[config.mk]
export PLATFORM = sky130hd
export DESIGN_NAME = ram_port_arbiter_flat
export DESIGN_NICKNAME = d
export VERILOG_FILES = /design/src/rtl/ram_port_arbiter_if.sv /design/src/rtl/ram_port_arbiter.sv /design/src/flat_wrapper.sv
export SDC_FILE = /design/constraint.sdc
export NUM_CORES = 1
export LEC_CHECK = 0
export CAP_MARGIN = 20
export CORE_AREA = 2 2 78 80
export CTS_CLUSTER_DIAMETER = 200
export DETAILED_ROUTE_END_ITERATION = 10
export DIE_AREA = 0 0 80 82
export PLACE_DENSITY = 0.79
export SYNTH_ARGS = -nofsm -noshare
export SYNTH_HDL_FRONTEND = slang
export SYNTH_SLANG_ARGS = --single-unit
[constraint.sdc]
create_clock -name clk -period 6.4 [get_ports clk]
set_input_delay 1.6 -clock clk [delete_from_list [all_inputs] [get_ports clk]]
set_output_delay 1.6 -clock clk [all_outputs]
set_load 0.01 [all_outputs]
[src/rtl/ram_port_arbiter_if.sv]
// Requester/Ram bundle for the two-port data-Ram arbiter.
// master = requesters plus the Ram itself; slave = the arbiter.
interface ram_port_arbiter_if #(
    parameter int unsigned AW = 10,
    parameter int unsigned DW = 32
);
    logic          req0;
    logic          we0;
    logic [AW-1:0] addr0;
    logic [DW-1:0] wdata0;
    logic          gnt0;
    logic          rvalid0;

    logic          req1;
    logic          we1;
    logic [AW-1:0] addr1;
    logic [DW-1:0] wdata1;
    logic          gnt1;
    logic          rvalid1;

    logic [DW-1:0] rdata;

    logic [AW-1:0] ram_addr;
    logic          ram_we;
    logic [DW-1:0] ram_wdata;
    logic [DW-1:0] ram_rdata;

    modport master (
        output req0, we0, addr0, wdata0,
        output req1, we1, addr1, wdata1,
        output ram_rdata,
        input  gnt0, rvalid0, gnt1, rvalid1, rdata,
        input  ram_addr, ram_we, ram_wdata
    );

    modport slave (
        input  req0, we0, addr0, wdata0,
        input  req1, we1, addr1, wdata1,
        input  ram_rdata,
        output gnt0, rvalid0, gnt1, rvalid1, rdata,
        output ram_addr, ram_we, ram_wdata
    );
endinterface

[src/rtl/ram_port_arbiter.sv]
// Round-robin arbiter with a consecutive-grant cap sharing one single-port Ram
// between CPU data (port 0) and the message/DMA engine (port 1).
module ram_port_arbiter #(
    parameter int unsigned AW        = 10,
    parameter int unsigned DW        = 32,
    parameter int unsigned MAX_BURST = 4
) (
    input logic               clk,
    input logic               rst,
    ram_port_arbiter_if.slave bus
);
    localparam int unsigned   CW        = $clog2(MAX_BURST + 1);
    localparam logic [CW-1:0] BURST_MAX = CW'(MAX_BURST);

    logic          last_q;
    logic          last_d;
    logic [CW-1:0] burst_q;
    logic [CW-1:0] burst_d;
    logic [1:0]    rtag_q;
    logic [1:0]    rtag_d;

    logic          gnt0_c;
    logic          gnt1_c;
    logic          stay_c;
    logic          pick_c;
    logic [AW-1:0] addr_mux;
    logic [DW-1:0] wdata_mux;

    // Grant: a nonzero burst count means last's port was granted the previous
    // cycle, so under contention it keeps the Ram until the cap is reached.
    always_comb begin
        gnt0_c = 1'b0;
        gnt1_c = 1'b0;
        stay_c = (burst_q != '0) && (burst_q < BURST_MAX);
        pick_c = stay_c ? last_q : ~last_q;
        if (!rst) begin
            case ({bus.req1, bus.req0})
                2'b01:   gnt0_c = 1'b1;
                2'b10:   gnt1_c = 1'b1;
                2'b11: begin
                    gnt1_c = pick_c;
                    gnt0_c = ~pick_c;
                end
                default: begin
                    gnt0_c = 1'b0;
                    gnt1_c = 1'b0;
                end
            endcase
        end
    end

    // Next state: burst accounting, last-granted port and read-return tag.
    always_comb begin
        last_d  = last_q;
        burst_d = burst_q;
        rtag_d  = {gnt1_c & ~bus.we1, gnt0_c & ~bus.we0};
        if (gnt0_c || gnt1_c) begin
            if (gnt1_c == last_q) begin
                burst_d = (burst_q == BURST_MAX) ? burst_q : burst_q + CW'(1);
            end else begin
                burst_d = CW'(1);
            end
            last_d = gnt1_c;
        end else begin
            burst_d = '0;
        end
    end

    always_ff @(posedge clk or posedge rst) begin
        if (rst) begin
            last_q  <= 1'b1;
            burst_q <= '0;
            rtag_q  <= 2'b00;
        end else begin
            last_q  <= last_d;
            burst_q <= burst_d;
            rtag_q  <= rtag_d;
        end
    end

    // Ram issue path; idle cycles leave port 0's fields on the bus.
    assign addr_mux  = gnt1_c ? bus.addr1  : bus.addr0;
    assign wdata_mux = gnt1_c ? bus.wdata1 : bus.wdata0;

    assign bus.ram_addr  = addr_mux;
    assign bus.ram_wdata = wdata_mux;
    assign bus.ram_we    = (gnt0_c & bus.we0) | (gnt1_c & bus.we1);

    assign bus.gnt0    = gnt0_c;
    assign bus.gnt1    = gnt1_c;
    assign bus.rvalid0 = rtag_q[0];
    assign bus.rvalid1 = rtag_q[1];
    assign bus.rdata   = bus.ram_rdata;
endmodule
[src/flat_wrapper.sv]
// flat-port wrapper written by rule: the top's interface ports become plain ports
module ram_port_arbiter_flat 
#(
    parameter int unsigned AW        = 10,
    parameter int unsigned DW        = 32,
    parameter int unsigned MAX_BURST = 4
)
  (clk, rst, bus_req0, bus_we0, bus_addr0, bus_wdata0, bus_req1, bus_we1, bus_addr1, bus_wdata1, bus_ram_rdata, bus_gnt0, bus_rvalid0, bus_gnt1, bus_rvalid1, bus_rdata, bus_ram_addr, bus_ram_we, bus_ram_wdata);
  ram_port_arbiter_if #(.AW(AW), .DW(DW)) bus_i ();
  input logic clk;
  input logic rst;
  input wire logic [$bits(bus_i.req0)-1:0] bus_req0;
  input wire logic [$bits(bus_i.we0)-1:0] bus_we0;
  input wire logic [$bits(bus_i.addr0)-1:0] bus_addr0;
  input wire logic [$bits(bus_i.wdata0)-1:0] bus_wdata0;
  input wire logic [$bits(bus_i.req1)-1:0] bus_req1;
  input wire logic [$bits(bus_i.we1)-1:0] bus_we1;
  input wire logic [$bits(bus_i.addr1)-1:0] bus_addr1;
  input wire logic [$bits(bus_i.wdata1)-1:0] bus_wdata1;
  input wire logic [$bits(bus_i.ram_rdata)-1:0] bus_ram_rdata;
  output wire logic [$bits(bus_i.gnt0)-1:0] bus_gnt0;
  output wire logic [$bits(bus_i.rvalid0)-1:0] bus_rvalid0;
  output wire logic [$bits(bus_i.gnt1)-1:0] bus_gnt1;
  output wire logic [$bits(bus_i.rvalid1)-1:0] bus_rvalid1;
  output wire logic [$bits(bus_i.rdata)-1:0] bus_rdata;
  output wire logic [$bits(bus_i.ram_addr)-1:0] bus_ram_addr;
  output wire logic [$bits(bus_i.ram_we)-1:0] bus_ram_we;
  output wire logic [$bits(bus_i.ram_wdata)-1:0] bus_ram_wdata;
  assign bus_i.req0 = bus_req0;
  assign bus_i.we0 = bus_we0;
  assign bus_i.addr0 = bus_addr0;
  assign bus_i.wdata0 = bus_wdata0;
  assign bus_i.req1 = bus_req1;
  assign bus_i.we1 = bus_we1;
  assign bus_i.addr1 = bus_addr1;
  assign bus_i.wdata1 = bus_wdata1;
  assign bus_i.ram_rdata = bus_ram_rdata;
  assign bus_gnt0 = bus_i.gnt0;
  assign bus_rvalid0 = bus_i.rvalid0;
  assign bus_gnt1 = bus_i.gnt1;
  assign bus_rvalid1 = bus_i.rvalid1;
  assign bus_rdata = bus_i.rdata;
  assign bus_ram_addr = bus_i.ram_addr;
  assign bus_ram_we = bus_i.ram_we;
  assign bus_ram_wdata = bus_i.ram_wdata;
  ram_port_arbiter #(.AW(AW), .DW(DW), .MAX_BURST(MAX_BURST)) u_core (.clk(clk), .rst(rst), .bus(bus_i));
endmodule
==> metrics.yaml, run 1 <==
critical_path:
  start_kind: "input pin"
  worstPathCellList: "clkdlybuf4s50_1 -> or4b_4 -> nand4_4 -> buf_4 -> mux2_2 -> clkdlybuf4s50_1"
  worstPathRequired_ns: 4.80
  slowest_stage: "clkdlybuf4s50_1"
  cpPeakStageDelay_ns: 0.59
  end_kind: "output pin"
  arrival_ns: 4.17
  worstSetupPathType: "input pin to output pin"
  crit_top_cell: "clkdlybuf4s50_1"
  worst-path-max-fanout: 26
floorplan:
  die_h_um: 82
  io_pins: 201
  row_count: 28
  dieArea_um2: 6560
  initial_utilization: 0.208
  die_w_um: 80
  core_area_um2: 5750
power_and_ir_drop:
  p_leak_uw: 0.000930
  peakVddDrop_mv: 0.123
  power_density_nw_per_um2: 123
sta:
  hold_ws_ns: 0.530
  hold_viol_final: 0
  final.setup.tns_ns: 0
  fin_crit_ns: 5.77
  fin_crit_sh: 0.901
  slew_violations: 0
  setup_viol: 0
  tightest_slew_ns: 0.458
  relSlewSlack: 0.694
  rsz0062_at_grt: "no"
  clock_skew_ns: 0.00606
  max_freq_mhz: 173
drt:
  drtIter0Drc: 12
  finalWirelength_um: 4240
  ant_nets: 0
  drt_pass1_iterations: 4
  wl_per_cell_um: 13.9
  viasPerCell: 4.18
  drc_errors: 0
  vias: 1272
clocking:
  cts.htree.levels: 1
  clock-sinks: 6
  numCtsBuffers: 3
  hold_buffers: 0
  cts_resized: 0
  ctsLongestPathBuffers: 2
  post_cts_buffers: 0
  clock-root-buffer: "clkbuf_8"
  cts_tree: "built"
  insertion_delay_ns: 0.23
  clkTransAtPathRegs_ns: 0.04
cells_and_area:
  syn2layout_area_growth_pct: 101
  utilization: 0.419
  nets: 354
  diodes: 0
  drive_above_1_share: 0.236
  fillCellCount: 569
  layout.cells.non_filler: 304
  seq_area_um2: 151
  multi_input_area_um2: 713
synthesis:
  synth_area_um2: 1200
  synth_nets: 249
  synth_cells: 125
  synth-seq-area-share: 0.127
  ys_types: 30
  synth_area_per_cell_um2: 9.57
  synth.yosys.warnings: 0
  ys_ff_latch: 6
grt:
  antenna_found_initial: 0
  grt_start_max_net_pins: 27
  grtUsageTotal: 0.116
  overflow: 0
  first_global_vias: 1233
  grt_pass1_wl_um: 5990
worst_hold_path:
  hp-class: "flop to flop"
placement:
  place_congestion: 0.790
  numPortBuffers: 136
  place_inst: 300
  post-dp-hpwl_um: 3590
flow_run:
  maxCapViolations: 0
run_status:
  status: "completed"
## power breakdown
part | leakage [uW] | total (uW) | internal (uW) | switching [uW]
combinational | 0.000829 | 188 | 128 | 59.6
sequential | 0.0000780 | 47.6 | 42.6 | 5.02
clock | 0.0000228 | 60.4 | 42.9 | 17.5
## per-layer routing
metal / routed length (um) / track usage / up-vias
met5: 0 / 0 / -
met4: 58 / 0.0390 / 0
met3: 553 / 0.0462 / 10
met2: 2190 / 0.213 / 73
met1: 1430 / 0.122 / 578
li1: - / - / 611
## area by class of cell
| type | instances | area share |
|---|---|---|
| multi-input cells | 74 | 0.296 |
| inverters | 6 | 0.00935 |
| clock buffers | 4 | 0.0187 |
| flip-flops and latches | 6 | 0.0628 |
| well taps | 75 | 0.0389 |
| repair buffers | 139 | 0.574 |
## cells in the mapped netlist, drive strengths merged
| master | count | share of area |
|---|---|---|
| inv | 6 | 0.019 |
| or4b | 1 | 0.012 |
| o211ai | 2 | 0.013 |
| or3 | 1 | 0.0052 |
| nor4bb | 1 | 0.0084 |
| dfstp | 1 | 0.022 |
| clkbuf | 1 | 0.0031 |
| nand3 | 1 | 0.0042 |
| and2b | 1 | 0.0063 |
| o21ai | 1 | 0.0042 |
| o32a | 1 | 0.0084 |
| dfrtp | 5 | 0.10 |
| and3b | 1 | 0.0073 |
| nand2 | 3 | 0.0094 |
| ha | 2 | 0.021 |
| buf | 38 | 0.26 |
| nand4 | 1 | 0.018 |
| a311oi | 1 | 0.013 |
| nor3 | 2 | 0.0084 |
| a21oi | 2 | 0.0084 |
| mux2i | 1 | 0.0084 |
| nor2 | 6 | 0.019 |
| mux2 | 43 | 0.40 |
| a22o | 1 | 0.0073 |
| a21boi | 1 | 0.0063 |
| nor2b | 1 | 0.0052 |
## worst max-delay path: cells and delay by family
kind | cells | cell delay, ns
AND/OR/NAND/NOR | 2 | 0.83
multiplexers | 1 | 0.35
buffers and inverters | 3 | 1.37
## cells by family after synthesis
kind of cell               after synthesis  synth area share
buffers and inverters                   45             0.277
muxes                                   44             0.413
and+or+nand+nor                         19             0.103
AOI/OAI and AO/OA                        9            0.0596
DFF                                      6             0.127
adders and majority gates                2            0.0209
## layout by cell type, fill, tap and decap left out, types with 2 or more instances in the layout
| cell | synthesis | routed |
|---|---|---|
| clkdlybuf4s50_1 | 0 | 136 |
| nand2_1 | 3 | 3 |
| ha_1 | 2 | 2 |
| o211ai_1 | 2 | 2 |
| buf_4 | 32 | 3 |
| nor2_1 | 6 | 6 |
| dfrtp_1 | 5 | 5 |
| mux2_2 | 43 | 43 |
| a21oi_1 | 2 | 2 |
| nor3_1 | 2 | 2 |
| inv_1 | 5 | 5 |
| clkbuf_8 | 0 | 3 |
## stage by stage
stage	cell area, um2	setup slack, ns	total power (uW)
after floorplan	1200	2.05	148
after global placement	2360	0.644	235
after detailed placement	2360	0.622	237
after CTS	2410	0.608	301
after global routing	2410	0.516	316
final	2410	0.634	296
## worst paths after layout
kind | from | end | slack (ns) | depth (start not counted)
worst max-delay path | bus_req0 | bus_ram_wdata[17] | 0.63 | 6
worst min-delay path | u_core.last_q | u_core.last_q | 0.53 | 2
worst max register to register | u_core.burst_q[0] | u_core.last_q | 4.36 | 6
worst min register to register | u_core.last_q | u_core.last_q | 0.53 | 2
max in group asynchronous | rst | u_core.last_q | 4.35 | 2
min in group asynchronous | rst | u_core.burst_q[0] | 1.75 | 2
## state kept, by name, summed over array words and instances, names as in the netlist
signal,cells
u_core.rtag_q,2
u_core.last_q,1
u_core.burst_q,3
Note: power is estimated with default switching activity, not from simulation.
==> run 2, diff against run 1 <==
--- a/config.mk
+++ b/config.mk
@@ -14,3 +14,4 @@
 export SYNTH_ARGS = -nofsm -noshare
 export SYNTH_HDL_FRONTEND = slang
 export SYNTH_SLANG_ARGS = --single-unit
+export TNS_END_PERCENT = 20
==> results of run 2 <==
The final DEF is identical to that of run 1; final timing and power are the same.
